File: config.mk
export PLATFORM = sky130hd
export DESIGN_NAME = fifo_controller
export DESIGN_NICKNAME = d
export VERILOG_FILES = /design/src/rtl/wrapping_counter.sv /design/src/rtl/fifo_controller.sv
export SDC_FILE = /design/constraint.sdc
export NUM_CORES = 1
export LEC_CHECK = 0
export ABC_AREA = 1
export BUFFER_PORTS_ARGS = -buffer_cell sky130_fd_sc_hd__clkbuf_2
export CORE_MARGIN = 1
export CORE_UTILIZATION = 44
export DETAILED_ROUTE_END_ITERATION = 6
export MAX_ROUTING_LAYER = met4
export PLACE_DENSITY = 0.87
export SKIP_CTS_REPAIR_TIMING = 1
export SLEW_MARGIN = 20
export SYNTH_ARGS = -nofsm -noshare
export SYNTH_HDL_FRONTEND = slang
export SYNTH_SLANG_ARGS = --single-unit
export TNS_END_PERCENT = 100
File: constraint.sdc
create_clock -name clock -period 2.6 [get_ports clock]
set_input_delay 0.52 -clock clock [delete_from_list [all_inputs] [get_ports clock]]
set_output_delay 0.52 -clock clock [all_outputs]
set_load 0.005 [all_outputs]
File: src/rtl/wrapping_counter.sv
// Pointer counter that runs 0..MAXIMUM and toggles a lap bit each time it wraps to zero.
// The lap bit lets equal addresses be told apart as empty or full for any depth.
module wrapping_counter #(
  parameter int MAXIMUM = 15,
  parameter int WIDTH   = 4
) (
  input  logic             clock,
  input  logic             reset,
  input  logic             increment,
  output logic [WIDTH-1:0] count,
  output logic             lap
);

  // Advance on increment, wrapping explicitly at MAXIMUM rather than at 2^WIDTH
  always_ff @(posedge clock or posedge reset) begin
    if (reset) begin
      count <= '0;
      lap   <= 1'b0;
    end else if (increment) begin
      if (count == WIDTH'(MAXIMUM)) begin
        count <= '0;
        lap   <= ~lap;
      end else begin
        count <= count + WIDTH'(1);
      end
    end
  end

endmodule

File: src/rtl/fifo_controller.sv
// First-word-fall-through FIFO sequencer driving an external dual-port RAM.
// Flags and level derive combinationally from the registered pointers; error pulses are registered.
module fifo_controller #(
  parameter int WIDTH         = 8,
  parameter int DEPTH         = 16,
  parameter int ADDRESS_WIDTH = $clog2(DEPTH),
  parameter int LEVEL_WIDTH   = $clog2(DEPTH + 1)
) (
  input  logic                     clock,
  input  logic                     reset,
  input  logic                     write_enable,
  input  logic [WIDTH-1:0]         write_data,
  output logic                     full,
  input  logic                     read_enable,
  output logic [WIDTH-1:0]         read_data,
  output logic                     empty,
  output logic [LEVEL_WIDTH-1:0]   level,
  output logic                     overflow,
  output logic                     underflow,
  output logic                     memory_write_enable,
  output logic [ADDRESS_WIDTH-1:0] memory_write_address,
  output logic [WIDTH-1:0]         memory_write_data,
  output logic                     memory_read_enable,
  output logic [ADDRESS_WIDTH-1:0] memory_read_address,
  input  logic [WIDTH-1:0]         memory_read_data
);

  logic [ADDRESS_WIDTH-1:0] write_address_s;
  logic [ADDRESS_WIDTH-1:0] read_address_s;
  logic                     write_lap_s;
  logic                     read_lap_s;
  logic                     push_s;
  logic                     pop_s;
  logic                     empty_s;
  logic                     full_s;
  logic [LEVEL_WIDTH-1:0]   level_s;
  logic                     overflow_r;
  logic                     underflow_r;

  wrapping_counter #(.MAXIMUM(DEPTH - 1), .WIDTH(ADDRESS_WIDTH)) u_write_pointer (
    .clock     (clock),
    .reset     (reset),
    .increment (push_s),
    .count     (write_address_s),
    .lap       (write_lap_s)
  );

  wrapping_counter #(.MAXIMUM(DEPTH - 1), .WIDTH(ADDRESS_WIDTH)) u_read_pointer (
    .clock     (clock),
    .reset     (reset),
    .increment (pop_s),
    .count     (read_address_s),
    .lap       (read_lap_s)
  );

  assign empty_s = (write_address_s == read_address_s) && (write_lap_s == read_lap_s);
  assign full_s  = (write_address_s == read_address_s) && (write_lap_s != read_lap_s);
  // A rejected request never blocks the other side in the same cycle
  assign push_s  = write_enable && !full_s;
  assign pop_s   = read_enable && !empty_s;

  // Occupancy; when laps differ the writer is one lap ahead of the reader
  always_comb begin
    if (write_lap_s == read_lap_s) begin
      level_s = LEVEL_WIDTH'(write_address_s) - LEVEL_WIDTH'(read_address_s);
    end else begin
      level_s = LEVEL_WIDTH'(DEPTH) - LEVEL_WIDTH'(read_address_s) + LEVEL_WIDTH'(write_address_s);
    end
  end

  // One pulse per offending cycle, never sticky
  always_ff @(posedge clock or posedge reset) begin
    if (reset) begin
      overflow_r  <= 1'b0;
      underflow_r <= 1'b0;
    end else begin
      overflow_r  <= write_enable && full_s;
      underflow_r <= read_enable && empty_s;
    end
  end

  assign full                 = full_s;
  assign empty                = empty_s;
  assign level                = level_s;
  assign overflow             = overflow_r;
  assign underflow            = underflow_r;
  assign memory_write_enable  = push_s;
  assign memory_write_address = write_address_s;
  assign memory_write_data    = write_data;
  assign memory_read_enable   = !empty_s;
  assign memory_read_address  = read_address_s;
  assign read_data            = memory_read_data;

endmodule

* Word-level counts from Yosys, hierarchy flattened *
Cells that the tools add are included.

storage, ports and cells
  output and inout port bits = 35
  flip-flop bits (word level) = 12
  memories kept = 0
  memory bits (read-only) = 0
  word-level logic and storage cells = 31
  RAM bits = 0
  bits in latches = 0
  input bits = 20

operators by class
  reduce and logical (&&, ||, !) cells = 10
  shifts and indexed selects = 0
  order comparisons = 0
  eq/ne operators = 5
  bitwise operators = 2
  muxes and demuxes = 3
  $mul = 0
  div/mod/pow operators = 0
  $add $sub $neg = 5

operator list
  cell                 number
  $add 4x1->4 const B  2
  $eq 4x4->1 const B   2
  $mux 4               2
  $logic_and 1x1->1    6
  $add 5x4->5          1
  $mux 5               1
  $sub 4x4->5          1
  $sub 5x4->5 const A  1
  $eq 4x4->1           1
  $reduce_and 2->1     2
  $logic_not 1->1      2
  $not 1->1            2
  $eq 1x1->1           1
  $ne 1x1->1           1

* Longest topological paths before layout *
  depth after elaboration = 5
  mapped depth = 8
  mapped depth without buffers = 8

* Modules after synthesis *
A second synthesis with hierarchy kept.

second synthesis, totals
  cells, all modules = 129
  area total of the unflattened synthesis = 920.9 µm²

by module, submodules not included
  module            cells an instance  area an instance (µm²)  seq. area each (µm²)  times used
  wrapping_counter  31                 246.5                   125.1                 2
  fifo_controller   67                 427.9                   50.0                  1

* Worst setup path after synthesis *
Ideal clock, no wire load.

  kind = register -> output
  from = reg u_write_pointer.count[0]
  to = out level[4]
  cell stages (with the launch flop) = 8
  required time = 2080 ps
  path buffers = 0
  data arrival time = 1360 ps
  setup slack = 720 ps
  cells stage by stage = dfrtp_1 -> inv_1 -> ha_1 -> inv_1 -> fa_1 -> nand3_1 -> nand2_1 -> xor2_1

on the way
  cells in the longest elaborated chain, start to end = 2
  elaborated cells between the ends (all ways) = 3
  those cells by class = 2 x add/sub; 1 x mux

ends and longest elaborated chain
  element                                     line                                          text
  start: declaration                          wrapping_counter.sv:10                        output logic [WIDTH-1:0] count,
  start signal: assignment                    wrapping_counter.sv:24                        count <= count + WIDTH'(1);
  $add 5x4->5 or $sub 4x4->5 (tied branches)  fifo_controller.sv:67, fifo_controller.sv:65
  $mux 5 *                                    fifo_controller.sv:64                         if (write_lap_s == read_lap_s) begin
  end: declaration                            fifo_controller.sv:17                         output logic [LEVEL_WIDTH-1:0] level,

Mark *: on every way between the ends. The rest lies on a longest branch, timed or not.

* Worst setup path in the final report *
Same ends and word-level chain as after synthesis.

==> impl_metrics.env <==
export IMPL_max_stage_delay_ns=0.44
export IMPL_slew_viol_final=0
export IMPL_clk_pin_slew_ns=0.08
export IMPL_crit_arrival_ns=1.82
export IMPL_io_buffers=22
export IMPL_n_antenna_cell=0
export IMPL_num_fill_cells=210
export IMPL_die_x_um=47.8
export IMPL_multi_input_area_um2=449
export IMPL_critPathMaxFanout=6
export IMPL_rows=16
export IMPL_drcViolationCount=0
export IMPL_ys_warn_count=0
export IMPL_dpl_hpwl_um=1440
export IMPL_status="finished, final reports clean"
export IMPL_first_iter_violations=10
export IMPL_grt_max_degree=13
export IMPL_fin_crit_sh=0.902
export IMPL_worstSetupEndpointType="primary output"
export IMPL_area_growth_pct=6.51
export IMPL_p_per_area_nw_per_um2=1410
export IMPL_placed_area_um2=946
export IMPL_async_reset_ff_frac=1.00
export IMPL_internal_power_mw=0.733
export IMPL_cts_buffers=3
export IMPL_synth_common_cells="32 x nand2_1, 16 x buf_4, 14 x inv_1"
export IMPL_antenna_found_initial=0
export IMPL_r2r_end="u_read_pointer.count[0]$_DFFE_PP0P_"
export IMPL_worstPathRequired_ns=2.08
export IMPL_p_leak_nw=0.569
export IMPL_synth_cells=119
export IMPL_coreArea_um2=1960
export IMPL_synth_main_ff_cell="dfrtp_1"
export IMPL_grt_setup_unrepaired="no"
export IMPL_yosysMostFrequentCell="nand2_1"
export IMPL_post_place_ws_ns=0.555
export IMPL_vias_per_cell=4.97
export IMPL_power_mw=1.38
export IMPL_slew_headroom=0.683
export IMPL_clock_latency_ns=0.27
export IMPL_cts_sinks=12
export IMPL_p_sw_mw=0.648
export IMPL_worstSetupPathType="reg2out"
export IMPL_gp_congestion=0.804
export IMPL_synth_yosys_seq_area_share=0.326
export IMPL_cts_root_buf="clkbuf_4"
export IMPL_worstPathCellList="inv_1 > ha_1 > inv_1 > fa_1 > nand3_1 > nand2_1 > xor2_1 > clkbuf_2"
export IMPL_pwr_share_seq=0.270
export IMPL_finalSetupTns_ns=0
export IMPL_finalClockSkew_ns=0.000518
export IMPL_ir_drop_mv=0.603
export IMPL_dieArea_um2=2280
export IMPL_hp_class="in2async"
export IMPL_hold_viol_final=0
export IMPL_yosysTopAreaCellShare=0.326
export IMPL_worstSetupStartpointType="register"
export IMPL_synth_area_top_cells="dfrtp_1 33%, buf_4 13%, nand2_1 13%, ha_1 8.1%, inv_1 5.7%"
export IMPL_rr_startpoint="u_read_pointer.count[2]$_DFFE_PP0P_"
export IMPL_first_global_vias=654
export IMPL_worst_path_buf_inv=3
export IMPL_p_clk_frac=0.109
export IMPL_synth_edf_count=0
export IMPL_comb_power_share=0.621
export IMPL_cts_max_path_buffers=2
export IMPL_wl_per_cell_um=11.3
export IMPL_swShare=0.469
export IMPL_grt_ovfl_total=0
export IMPL_crit_family="adder cells"
export IMPL_yosysTopAreaCell="dfrtp_1"
export IMPL_start_util=0.470
export IMPL_design_area_um2=982
export IMPL_cts_htree_levels=1
export IMPL_chipHeight_um=47.8
export IMPL_setup_violations_final=0
export IMPL_cp_common_cell="inv_1"
export IMPL_grt_pass1_wl_um=2590
export IMPL_max_clock_freq_ghz=0.426
export IMPL_worst_pin_slew_ns=0.474
export IMPL_cpMaxStageDelayCell="dfrtp_1"
export IMPL_synthDistinctLibCells=17
export IMPL_drive_gt1_frac=0.256
export IMPL_totalWireLength_um=1760
export IMPL_cts_tree="done"
export IMPL_setup_ws_ns=0.255
export IMPL_syn_avg_cell_area_um2=7.75
export IMPL_ioPinCount=55
export IMPL_ys_ff_latch=12
export IMPL_grt_usage=0.167
export IMPL_syn_area_um2=922
export IMPL_regArea_um2=300
export IMPL_nets=157
export IMPL_maxCapViolations=0
export IMPL_synth_fp_nets=146
export IMPL_timing_reg2reg_setup_slack_ns=0.99
export IMPL_first_pass_iters=5
export IMPL_r2r_cells=8
export IMPL_ant_nets=0
export IMPL_fin_crit_ns=2.34
export IMPL_via_count=776
-- kinds of logic (layout without fill, tap and decap cells) --
family / after synthesis / after routing / share of synthesized area
AO/OA/AOI/OAI: 8 / 8 / 0.0434
XOR/XNOR: 5 / 5 / 0.0475
adder cells (fa/ha/maj): 7 / 7 / 0.103
buffers and inverters: 30 / 40 / 0.187
flip-flops: 12 / 12 / 0.326
AND/OR/NAND/NOR: 57 / 57 / 0.293
-- layout make-up --
type                            instances  area share
Tap cell                               27      0.0344
Multi-Input combinational cell         77       0.457
Inverter                               14      0.0535
Sequential cell                        12       0.306
Clock buffer                            4      0.0369
Timing Repair Buffer                   22       0.112
-- worst max path at each step --
stage	startpoint	slack, ns	cells past startpoint	to
after floorplan	u_write_pointer.count[0]$_DFFE_PP0P_	0.72	7	level[4]
final	u_write_pointer.count[0]$_DFFE_PP0P_	0.26	8	level[4]
after detailed placement	u_write_pointer.count[0]$_DFFE_PP0P_	0.55	8	level[4]
after global placement	u_write_pointer.count[0]$_DFFE_PP0P_	0.59	8	level[4]
after CTS	u_write_pointer.count[0]$_DFFE_PP0P_	0.25	8	level[4]
after global routing	u_write_pointer.count[0]$_DFFE_PP0P_	0.17	8	level[4]
-- state kept, by name, indices dropped and copies added (netlist names) --
name,cells
overflow,1
u_write_pointer.count,4
u_read_pointer.lap,1
u_read_pointer.count,4
underflow,1
u_write_pointer.lap,1
-- worst reg2reg max path, stage by stage (launching register included) --
cell     delay [ns]
dfrtp_1        0.46
inv_1          0.07
ha_1           0.38
nand2_2        0.09
nor2_4         0.19
nand2_4        0.12
nand2_4        0.09
nand2_1        0.05
o21ai_0        0.08
-- layer usage --
layer / vias up / part of all wire / GRT usage
li1: 380 / - / -
met1: 359 / 0.39 / 0.167
met2: 29 / 0.52 / 0.311
met3: 8 / 0.070 / 0.0453
met4: 0 / 0.020 / 0.0500
met5: - / 0 / -
-- cells in the final DEF (no fill, tap or decap), drive strengths merged --
cell / n
or2: 1
a21oi: 3
inv: 14
nor2: 7
xnor2: 2
clkbuf: 26
xor2: 3
o21ai: 5
nand4: 3
dfrtp: 12
fa: 1
ha: 6
nand3: 9
nand2: 37
-- stage by stage --
step | instances | utilization | hold WS [ns]
final | 156 | 0.501 | 0.228
after global routing | 156 | 0.501 | 0.253
after CTS | 156 | 0.501 | 0.247
after detailed placement | 152 | 0.482 | 0.514
after global placement | 152 | 0.482 | 0.500
after floorplan | 119 | - | 0.385
-- power groups by stage --
stage                     Combinational [mW]  Clock (mW)  Sequential [mW]
final                                  0.857       0.150            0.373
after detailed placement               0.863           0            0.377
after global routing                   0.997       0.158            0.387
after CTS                              0.868       0.152            0.373
after global placement                 0.827           0            0.368
after floorplan                        0.584           0            0.362
Note: power is estimated with default switching activity, not from simulation.
